**config.mk**
```make
export PLATFORM = sky130hd
export DESIGN_NAME = seq_detector
export DESIGN_NICKNAME = d
export VERILOG_FILES = /design/src/rtl/seq_detector.sv
export SDC_FILE = /design/constraint.sdc
export NUM_CORES = 1
export LEC_CHECK = 0
export CORE_UTILIZATION = 56
export CTS_BUF_LIST = sky130_fd_sc_hd__clkbuf_4
export DETAILED_ROUTE_END_ITERATION = 8
export PLACE_DENSITY = 0.84
export SLEW_MARGIN = 25
export SYNTH_ARGS = -nofsm -noshare
export SYNTH_HDL_FRONTEND = slang
export SYNTH_SLANG_ARGS = --single-unit
export TNS_END_PERCENT = 5
```
**constraint.sdc**
```tcl
create_clock -name clk -period 4.7 [get_ports clk]
set_input_delay 0.47 -clock clk [delete_from_list [all_inputs] [get_ports clk]]
set_output_delay 0.47 -clock clk [all_outputs]
set_load 0.02 [all_outputs]
```
**src/rtl/seq_detector.sv**
```systemverilog
// seq_detector
// Parametrised binary-encoded Moore sequence detector. Each enabled clock the
// serial bit w is sampled and State tracks the longest received suffix that
// equals a prefix of the programmable pattern (bit N-1 is received first).
// z is asserted while a full match is held, and match_cnt counts matches with
// saturation. The pattern can be reloaded at run time through load/pat_in.
//
// Ports:
//   clk       in  1      rising-edge clock
//   Reset     in  1      asynchronous active-low reset
//   en        in  1      sample enable; all state holds when low
//   w         in  1      serial data bit
//   load      in  1      synchronous pattern load strobe (beats en)
//   pat_in    in  N      new pattern captured on load
//   State     out SW     matched-prefix length, 0..N
//   z         out 1      match flag, decoded from State only
//   match_cnt out CNT_W  saturating match counter
module seq_detector #(
  parameter int             N       = 4,
  parameter logic [N-1:0]   PATTERN = 4'b1011,
  parameter bit             OVERLAP = 1'b1,
  parameter int             CNT_W   = 8,
  localparam int            SW      = $clog2(N + 1)
) (
  input  logic             clk,
  input  logic             Reset,
  input  logic             en,
  input  logic             w,
  input  logic             load,
  input  logic [N-1:0]     pat_in,
  output logic [SW-1:0]    State,
  output logic             z,
  output logic [CNT_W-1:0] match_cnt
);

  localparam logic [SW-1:0] SMAX = SW'(N);

  logic [N-1:0]     pat_q, pat_d;
  logic [SW-1:0]    state_q, state_d;
  logic [CNT_W-1:0] cnt_q, cnt_d;

  logic [SW-1:0]    nextS;
  logic [SW-1:0]    sEff;
  logic [N-1:0]     pfx;
  logic [N:0]       cand;
  logic [N-1:0]     mask;

  // Next matched length by prefix comparison. The received history that
  // matters is exactly the matched prefix of length sEff, so the candidate
  // string is that prefix followed by w; the new state is the longest suffix
  // of the candidate that is also a pattern prefix. A full match in
  // non-overlap mode, or an out-of-range state, restarts from empty history.
  always_comb begin
    sEff  = state_q;
    nextS = '0;
    mask  = '0;
    if ((state_q > SMAX) || (!OVERLAP && (state_q == SMAX))) begin
      sEff = '0;
    end
    pfx  = pat_q >> (N - int'(sEff));
    cand = {pfx, w};
    for (int k = 1; k <= N; k++) begin
      mask = {mask[N-2:0], 1'b1};
      if ((k <= int'(sEff) + 1) &&
          ((cand[N-1:0] & mask) == (pat_q >> (N - k)))) begin
        nextS = SW'(k);
      end
    end
  end

  // Register updates: load beats enable; the counter only advances on an
  // enabled sample that lands on a full match, and sticks at all-ones.
  always_comb begin
    pat_d   = pat_q;
    state_d = state_q;
    cnt_d   = cnt_q;
    if (load) begin
      pat_d   = pat_in;
      state_d = '0;
      cnt_d   = '0;
    end else if (en) begin
      state_d = nextS;
      if ((nextS == SMAX) && (cnt_q != '1)) begin
        cnt_d = cnt_q + 1'b1;
      end
    end
  end

  always_ff @(posedge clk or negedge Reset) begin
    if (!Reset) begin
      pat_q   <= PATTERN;
      state_q <= '0;
      cnt_q   <= '0;
    end else begin
      pat_q   <= pat_d;
      state_q <= state_d;
      cnt_q   <= cnt_d;
    end
  end

  assign State     = state_q;
  assign z         = (state_q == SMAX);
  assign match_cnt = cnt_q;

endmodule

```
# Word level (Yosys, flattened, before mapping)
# Cells that the tools add are included.
dict set report totals {
  out_inout_bits 12
  elab_cells 37
  inputBits 9
  register_bits 15
}
dict set report op_classes {
  n_reduce_logical 8
  shifts 1
  n_mux 10
  addsub 3
  n_eq_ne 7
  n_lt_le_gt_ge 5
}
# op count
set ops {}
lappend ops {{less-or-equal comparator 3 x 32 -> 1 bit (first input constant)} 2}
lappend ops {{less-or-equal comparator 2 x 32 -> 1 bit (first input constant)} 1}
lappend ops {{>> shifter 4 x 32 -> 3 bit} 1}
lappend ops {{2-to-1 mux 8 bit} 3}
lappend ops {{2-to-1 mux 3 bit} 4}
lappend ops {{adder 8 x 1 -> 8 bit (second input constant)} 1}
lappend ops {{inequality test 8 bit (second input constant)} 1}
lappend ops {{equality test 3 bit (second input constant)} 2}
lappend ops {{logical AND 1 bit} 5}
lappend ops {{adder 3 x 1 -> 4 bit (second input constant)} 1}
lappend ops {{equality test 4 bit} 1}
lappend ops {{less-or-equal comparator 3 x 4 -> 1 bit (first input constant)} 1}
lappend ops {{2-to-1 mux 2 bit} 2}
lappend ops {{nonzero test 2 bit} 2}
lappend ops {{subtractor 3 x 3 -> 4 bit (first input constant)} 1}
lappend ops {{equality test 3 bit} 1}
lappend ops {{greater-than comparator 3 bit (second input constant)} 1}
lappend ops {{equality test 2 bit} 1}
lappend ops {{AND reduction 2 bit} 1}
lappend ops {{equality test 1 bit} 1}
lappend ops {{2-to-1 mux 1 bit} 1}

# Longest topological paths before layout
# Gate-level depths: netlist of run 1.
dict set report depth {
  depth_word 14
  depth_mapped 10
  ltp_nobuf 9
}

# Worst setup path after synthesis of run 1
# Ideal clock, no wire load.
dict set report synth_timing {
  path_type {reg2reg}
  start {register state_q[2], in the netlist State[2]}
  end {register cnt_q[5], in the netlist match_cnt[5]}
  arrival_time_ns 2.746
  stages_incl_launch_ff 10
  required_ns 4.573
  setup_ns 0.127
  path_buffers 1
  path_slack_ns 1.827
  synth_period_minus_slack_ns 2.873
  path_cell_list {dfrtp_1 and2b_1 buf_2 ha_1 mux2i_1 and2_1 o31ai_1 nand4_1 or4_1 mux2_1}
}
dict set report synth_via {
  elab_chain_cells 13
  word_cells_on_any_way 24
  cone_classes {add/sub: 2; order compare: 5; eq/ne: 4; shift: 1; mux: 5; reduce/logical: 7}
}
# element line_no
set synth_lines {}
lappend synth_lines {{start: declaration} 39} ;# logic [SW-1:0] state_q, state_d;
lappend synth_lines {{start signal: assignment} 96} ;# state_q <= state_d;
lappend synth_lines {{greater-than comparator 3 bit} 57} ;# if ((state_q > SMAX) || (!OVERLAP && (state_q == SMAX))) begin
lappend synth_lines {{2-to-1 mux 3 bit (*)} 57}
lappend synth_lines {{adder 3 x 1 -> 4 bit or subtractor 3 x 3 -> 4 bit (tied branches)} {64, 60}}
lappend synth_lines {{less-or-equal comparator 2 x 32 -> 1 bit or >> shifter 4 x 32 -> 3 bit (tied branches)} {64, 60}}
lappend synth_lines {{logical AND 1 bit or equality test 2 bit (tied branches)} {64, 65}}
lappend synth_lines {{2-to-1 mux 1 bit or logical AND 1 bit (tied branches)} 64} ;# if ((k <= int'(sEff) + 1) &&
lappend synth_lines {{2-to-1 mux 2 bit (2 in series)} 64}
lappend synth_lines {{2-to-1 mux 3 bit (*)} 64}
lappend synth_lines {{equality test 3 bit (*)} 83} ;# if ((nextS == SMAX) && (cnt_q != '1)) begin
lappend synth_lines {{logical AND 1 bit (*)} 83}
lappend synth_lines {{nonzero test 2 bit (no source line) (*)} --}
lappend synth_lines {{AND reduction 2 bit (no source line) (*)} --}
lappend synth_lines {{end signal: assignment} 97} ;# cnt_q <= cnt_d;
lappend synth_lines {{end: declaration} 40} ;# logic [CNT_W-1:0] cnt_q, cnt_d;
# Mark *: on every way between the ends. The rest lies on a longest branch, timed or not.
# A chain may end at the register's enable or synchronous reset.

# Worst setup path after layout of run 1
dict set report layout_timing {
  start {register state_q[0], in the netlist State[0]}
  end {register cnt_q[5], in the netlist match_cnt[5]}
}
# The elaborated chain is that of the path after synthesis.

==> qor.csv, run 1 <==
stage,metric,value,unit
run_status,status,finished clean,
detailed_routing,viasPerCell,6.17,
critical_path,worstSetupPathType,flop to flop,
critical_path,r2r_slack,1.35,ns
final_layout,antenna_cells_inserted,0,
detailed_routing,wirelength,2760,um
min_path,min_path_type,input pin to async pin,
yosys,synthSimpleGateAreaFrac,22.4,%
yosys,synth_warnings,0,
sta,fin_crit_sh,71.2,%
clocking,clk_latency,0.28,ns
critical_path,arrival,3.52,ns
final_layout,finalNonFillerCells,175,
floorplanning,fp.dieW,47.8,um
clocking,cts_tree,done,
floorplanning,dieArea,2280,sq um
floorplanning,num_rows,16,
clocking,clockBufferDepth,2,
yosys,ys.flop_type,dfrtp_1,
sta,finalHoldWorstSlack,0.588,ns
floorplanning,fp.coreArea,1960,sq um
yosys,yosysUniqueCellTypes,49,
detailed_routing,drt-pass1-iter-count,4,
critical_path,crit_fanout,13,
sta,skew,0.00408,ns
sta,fin_ws,1.35,ns
floorplanning,pin_count,21,
sta,slew_viol_final,0,
yosys,synth_top_area_cell,dfrtp_1,
sta,max_freq,0.299,GHz
global_routing,grtUsageMet1,35.4,%
detailed_routing,vias,1079,
global_routing,globalRouteMet2Util,45.9,%
pwr,ir_drop,0.000173,V
placement,hpwlAfterDp,2070,um
clocking,clockRootBuffer,clkbuf_4,
sta,setup_violations,0,
yosys,synth_edf_count,0,
run,cap_violations,0,
yosys,synthAdderAreaFrac,4.27,%
final_layout,drive_above_1_share,12.2,%
detailed_routing,drc,0,
critical_path,end_kind,flop,
final_layout,nNetsFinal,162,
yosys,syn_area,1170,sq um
global_routing,grt_pass1_vias,975,
clocking,postCtsHoldBufs,0,
detailed_routing,postRouteAntennaNets,0,
detailed_routing,routedWlPerCell,15.7,um
critical_path,cp-start-kind,flop,
sta,relSlewSlack,54.7,%
yosys,synth_area_leaders,"dfrtp_1, dfstp_2, mux2_2",
pwr,powerDensity,215,nW/um^2
sta,final.setup.tns,0,ns
global_routing,grt_use_met3,4.53,%
yosys,synth_top_family_by_area,simple AND/OR/NAND/NOR gates,
final_layout,fillCellCount,174,
global_routing,grt-ovfl-total,0,
floorplanning,initial_core_util,59.8,%
clocking,cts.htree.levels,1,
sta,worstMarginPinSlew,0.678,ns
critical_path,cp.required,4.87,ns
placement,routabilityCongestion,0.863,
global_routing,busiest_layer,met2,
sta,min_period,3.35,ns
yosys,synth_top_area_share,25.6,%
pwr,total_power,0.000301,W
yosys,synth_nets,146,
placement,place_ws,1.42,ns
yosys,seq_area_frac_synth,32.3,%
yosys,async_reset_ff_share,100,%
sta,rsz0062_at_grt,no,
global_routing,grt_util_all_layers,27.9,%
final_layout,seqCellArea,379,sq um
clocking,numCtsBuffers,3,
placement,dp.cells,171,
yosys,synth-compound-area-share,20.5,%
final_layout,multiInputGateArea,728,sq um
clocking,cts.sinks,15,
clocking,cts_setup_buffers,0,
floorplanning,dieHeight,47.8,um
yosys,synth.ff_latch_count,15,
detailed_routing,dr.first_iter.drc_count,28,
clocking,cts_resized,0,
global_routing,grt_antenna_before_repair,0,
placement,port_buffers,20,
yosys,syn_area_per_cell,8.81,sq um
final_layout,layout-area-overhead-vs-synth,19.2,%
global_routing,grt_pass1_wl,4440,um
yosys,synthCells,133,
yosys,synthMuxAreaShare,8.32,%
clocking,clk_pin_slew,0.09,ns
yosys,synth_xor_xnor_area_share,6.62,%
global_routing,grt_max_degree,20,
sta,finalHoldViolations,0,
pwr,p_leak,0.574,nW
==> area by class of cell <==
class / count / area share [%]
Timing Repair Buffer: 20 / 14.3
Inverter: 7 / 1.88
Clock buffer: 4 / 2.15
Tap cell: 27 / 2.42
Multi-Input combinational cell: 102 / 52.1
Sequential cell: 15 / 27.1
==> through the flow <==
step	util, %	cell area (sq um)
2_1_floorplan	-	1170
3_3_place_gp	69.7	1370
6_report	71.2	1400
3_5_place_dp	69.7	1370
4_1_cts	71.2	1400
5_1_grt	71.2	1400
==> layout by cell type, fill, tap and decap left out, types with 2 or more instances in the layout <==
| cell | Yosys | final |
|---|---|---|
| ha_1 | 4 | 4 |
| nor2b_1 | 4 | 4 |
| o41ai_1 | 2 | 2 |
| o311ai_0 | 3 | 3 |
| nand3_1 | 8 | 8 |
| clkbuf_4 | 0 | 4 |
| o31ai_1 | 3 | 3 |
| xnor2_1 | 6 | 6 |
| nor3_1 | 3 | 3 |
| a21o_1 | 2 | 2 |
| inv_1 | 6 | 6 |
| o21ai_0 | 6 | 5 |
| clkdlybuf4s50_1 | 0 | 20 |
| nor2_1 | 5 | 5 |
| nand2b_1 | 2 | 2 |
| or2_2 | 2 | 2 |
| dfrtp_1 | 12 | 12 |
| dfstp_2 | 3 | 3 |
| or4_1 | 3 | 3 |
| mux2_2 | 5 | 5 |
| nand2_1 | 9 | 9 |
| a21oi_1 | 9 | 9 |
| mux2i_1 | 3 | 3 |
==> worst paths after layout <==
kind | from | to | cells after the start
min in group clk | match_cnt[6] | match_cnt[6] | 2
worst min-delay path | Reset | match_cnt[6] | 1
worst max-delay path | State[0] | match_cnt[5] | 8
worst max register to register | State[0] | match_cnt[5] | 8
worst min register to register | match_cnt[6] | match_cnt[6] | 2
max in group asynchronous | Reset | match_cnt[7] | 1
==> Yosys cell counts (2+ instances only) <==
| master | n |
|---|---|
| a21o_1 | 2 |
| nand3_1 | 8 |
| mux2_2 | 5 |
| dfrtp_1 | 12 |
| o21ai_0 | 6 |
| or4_1 | 3 |
| nand2b_1 | 2 |
| o31ai_1 | 3 |
| o41ai_1 | 2 |
| or2_2 | 2 |
| xnor2_1 | 6 |
| nor2b_1 | 4 |
| nor2_1 | 5 |
| dfstp_2 | 3 |
| ha_1 | 4 |
| a21oi_1 | 9 |
| o311ai_0 | 3 |
| inv_1 | 6 |
| clkbuf_1 | 6 |
| nor3_1 | 3 |
| mux2i_1 | 3 |
| nand2_1 | 9 |
==> power breakdown <==
group	switching, W	leakage (nW)	internal [W]	total (W)
clock network	0.0000402	0.0184	0.0000387	0.0000790
registers	0.0000106	0.196	0.000135	0.000146
logic	0.0000428	0.359	0.0000333	0.0000761
==> state kept, by name (all words and copies together) (netlist names) <==
name / count
match_cnt: 8
pat_q: 4
State: 3
==> critical path, stage by stage (launching register included) <==
cell and delay (ns):
dfrtp_1 0.46, and2b_1 0.27, ha_1 0.42, mux2i_1 0.30, nor3_1 0.10, a211oi_2 0.28, nand4_1 0.42, or4_1 0.66
mux2_1 0.32
==> kinds of logic (layout without fill, tap and decap cells) <==
logic type | Yosys count | in the layout
adders and majority gates | 4 | 4
muxes | 9 | 9
buffers and inverters | 16 | 31
DFF | 15 | 15
xor gates and xnor gates | 8 | 8
and+or+nand+nor | 46 | 46
AOI/OAI and AO/OA | 35 | 35
==> routing by layer <==
metal	wire length, um	part of all wire [%]
met3	106	3.8
met1	1200	44
met4	55	2.0
met5	0	0
met2	1390	50
No activity file was read; power rests on OpenSTA's default activity.
==> run 2, diff against run 1 <==
--- a/config.mk
+++ b/config.mk
@@ -5,10 +5,10 @@
 export SDC_FILE = /design/constraint.sdc
 export NUM_CORES = 1
 export LEC_CHECK = 0
-export CORE_UTILIZATION = 56
+export CORE_UTILIZATION = 49
 export CTS_BUF_LIST = sky130_fd_sc_hd__clkbuf_4
 export DETAILED_ROUTE_END_ITERATION = 8
-export PLACE_DENSITY = 0.84
+export PLACE_DENSITY = 0.78
 export SLEW_MARGIN = 25
 export SYNTH_ARGS = -nofsm -noshare
 export SYNTH_HDL_FRONTEND = slang
==> constraint.sdc (replaced) <==
create_clock -name clk -period 2.7 [get_ports clk]
set_input_delay 0.27 -clock clk [delete_from_list [all_inputs] [get_ports clk]]
set_output_delay 0.27 -clock clk [all_outputs]
set_load 0.02 [all_outputs]
==> qor.csv, run 2 (synthesis gave the netlist of run 1 again) <==
stage,metric,value,unit,change
run_status,status,finished with violations,,was finished clean
run_status,violations,setup timing,,
sta,rsz0062_at_grt,yes,,was no
global_routing,grt-ovfl-total,0,,unchanged
detailed_routing,routedWlPerCell,16.5,um,was 15.7 um
placement,routabilityCongestion,0.809,,was 0.863
clocking,cts.sinks,15,,unchanged
sta,finalHoldViolations,0,,unchanged
placement,port_buffers,20,,unchanged
critical_path,rr_endpoint,match_cnt[5],,unchanged
critical_path,r2r_slack,-0.02,ns,was 1.35 ns
floorplanning,dieHeight,50.9,um,was 47.8 um
detailed_routing,drc,0,,unchanged
clocking,clockRootBuffer,clkbuf_4,,unchanged
global_routing,grt_max_degree,20,,unchanged
sta,worstMarginPinSlew,0.711,ns,was 0.678 ns
detailed_routing,postRouteAntennaNets,0,,unchanged
sta,max_freq,0.368,GHz,was 0.299 GHz
min_path,min_path_type,input pin to async pin,,unchanged
sta,fin_crit_sh,101,%,was 71.2%
global_routing,grt_pass1_wl,4960,um,was 4440 um
critical_path,crit_path_top_delay_cell,or4_4,,was or4_1
sta,slew_viol_final,0,,unchanged
final_layout,nNetsFinal,171,,was 162
floorplanning,dieArea,2590,sq um,was 2280 sq um
clocking,postCtsHoldBufs,0,,unchanged
placement,dp.cells,181,,was 171
critical_path,r2r_start,State[0],,unchanged
clocking,cts_tree,done,,unchanged
floorplanning,fp.coreArea,2230,sq um,was 1960 sq um
critical_path,worstSetupPathType,flop to flop,,unchanged
sta,min_period,2.72,ns,was 3.35 ns
global_routing,grt_antenna_before_repair,0,,unchanged
critical_path,end_kind,flop,,unchanged
critical_path,cp.required,2.88,ns,was 4.87 ns
final_layout,fillCellCount,168,,was 174
final_layout,antenna_cells_inserted,0,,unchanged
pwr,ir_drop,0.000305,V,was 0.000173 V
detailed_routing,drt-pass1-iter-count,4,,unchanged
critical_path,arrival,2.90,ns,was 3.52 ns
final_layout,finalNonFillerCells,185,,was 175
sta,finalHoldWorstSlack,0.395,ns,was 0.588 ns
final_layout,final_common_cell,clkdlybuf4s50_1,,unchanged
final_layout,largest_reg_flops,8,,unchanged
pwr,powerDensity,361,nW/um^2,was 215 nW/um^2
final_layout,seqCellArea,382,sq um,was 379 sq um
detailed_routing,wirelength,3060,um,was 2760 um
pwr,total_power,0.000567,W,was 0.000301 W
final_layout,final_cell_mix,"clkdlybuf4s50_1, dfrtp_1, nand2_1",,"was clkdlybuf4s50_1, dfrtp_1, a21oi_1, nand2_1, nand3_1"
final_layout,layout-area-overhead-vs-synth,34.0,%,was 19.2%
clocking,clk_latency,0.29,ns,was 0.28 ns
floorplanning,num_rows,17,,was 16
detailed_routing,viasPerCell,6.15,,was 6.17
pwr,p_leak,0.638,nW,was 0.574 nW
clocking,numCtsBuffers,3,,unchanged
placement,hpwlAfterDp,2180,um,was 2070 um
sta,setup_violations,1,,was 0
sta,relSlewSlack,52.5,%,was 54.7%
critical_path,cp-start-kind,flop,,unchanged
detailed_routing,dr.first_iter.drc_count,34,,was 28
placement,place_ws,-0.0592,ns,was 1.42 ns
detailed_routing,vias,1137,,was 1079
clocking,clk_pin_slew,0.09,ns,about the same
final_layout,drive_above_1_share,27.4,%,was 12.2%
floorplanning,initial_core_util,52.5,%,was 59.8%
sta,final.setup.tns,-0.0177,ns,was 0 ns
critical_path,critPathMaxStageDelay,0.58,ns,was 0.66 ns
clocking,clockBufferDepth,2,,unchanged
run,cap_violations,0,,unchanged
clocking,cts.htree.levels,1,,unchanged
critical_path,crit_chain,and2b_2 > ha_4 > mux2i_1 > nor3_1 > a211oi_2 > nand4_1 > or4_4 > mux2_4,,was and2b_1 > ha_1 > mux2i_1 > nor3_1 > a211oi_2 > nand4_1 > or4_1 > mux2_1
final_layout,multiInputGateArea,827,sq um,was 728 sq um
floorplanning,pin_count,21,,unchanged
sta,skew,0.00388,ns,was 0.00408 ns
global_routing,grt_util_all_layers,25.9,%,was 27.9%
critical_path,crit_fanout,5,,was 13
sta,fin_ws,-0.0177,ns,was 1.35 ns
critical_path,r2r_cells,8,,unchanged
global_routing,grt_pass1_vias,1113,,was 975
floorplanning,fp.dieW,50.9,um,was 47.8 um
## run 2: through the flow
stage / utilization (%) / cell area [sq um]
finish: 70.4 / 1570
global route: 70.4 / 1570
CTS: 66.8 / 1490
detailed placement: 65.1 / 1450
global placement: 65.1 / 1450
floorplan: - / 1190
## run 2: layer usage
layer  global-route usage, %  vias to the layer above  wire [um]  share of wire, %
met5                       0                        -          0                 0
met4                    13.0                        0         78               2.5
met3                    5.36                        9        137               4.5
met2                    43.2                       34       1600                52
met1                    31.3                      557       1240                41
li1                        -                      537          -                 -
## run 2: how the worst max path moves through the flow
stage	startpoint	to	slack, ns	cells past startpoint
6_report	State[0]	match_cnt[5]	-0.02	8
2_1_floorplan	State[0]	match_cnt[5]	0.004	9
3_3_place_gp	State[2]	match_cnt[7]	0.08	9
5_1_grt	State[2]	match_cnt[5]	-0.16	8
4_1_cts	State[2]	match_cnt[7]	0.006	9
3_5_place_dp	State[2]	match_cnt[7]	-0.06	9
## run 2: layout make-up
type	instances	share of cell area, %
repair buffers	29	17.3
inverters	7	1.67
flip-flops and latches	15	24.3
multi-input cells	102	52.6
well taps	28	2.23
clock buffers	4	1.91
## run 2: worst max-delay path: cells and delay by family (launching register included)
family,cells,cell delay (ns)
adders and majority gates,1,0.31
AOI/OAI and AO/OA,1,0.23
DFF,1,0.41
and+or+nand+nor,4,1.09
muxes,2,0.56
## run 2: repair_timing
action                     CTS  global route
resized for setup            2            14
pin swaps                    0             7
buffers inserted             0             0
setup endpoints to repair    2             4
## run 2: power breakdown
part / internal [W] / switching, W
combinational: 0.0000811 / 0.0000898
clock: 0.0000677 / 0.0000755
sequential: 0.000236 / 0.0000174
total: 0.000385 / 0.000183
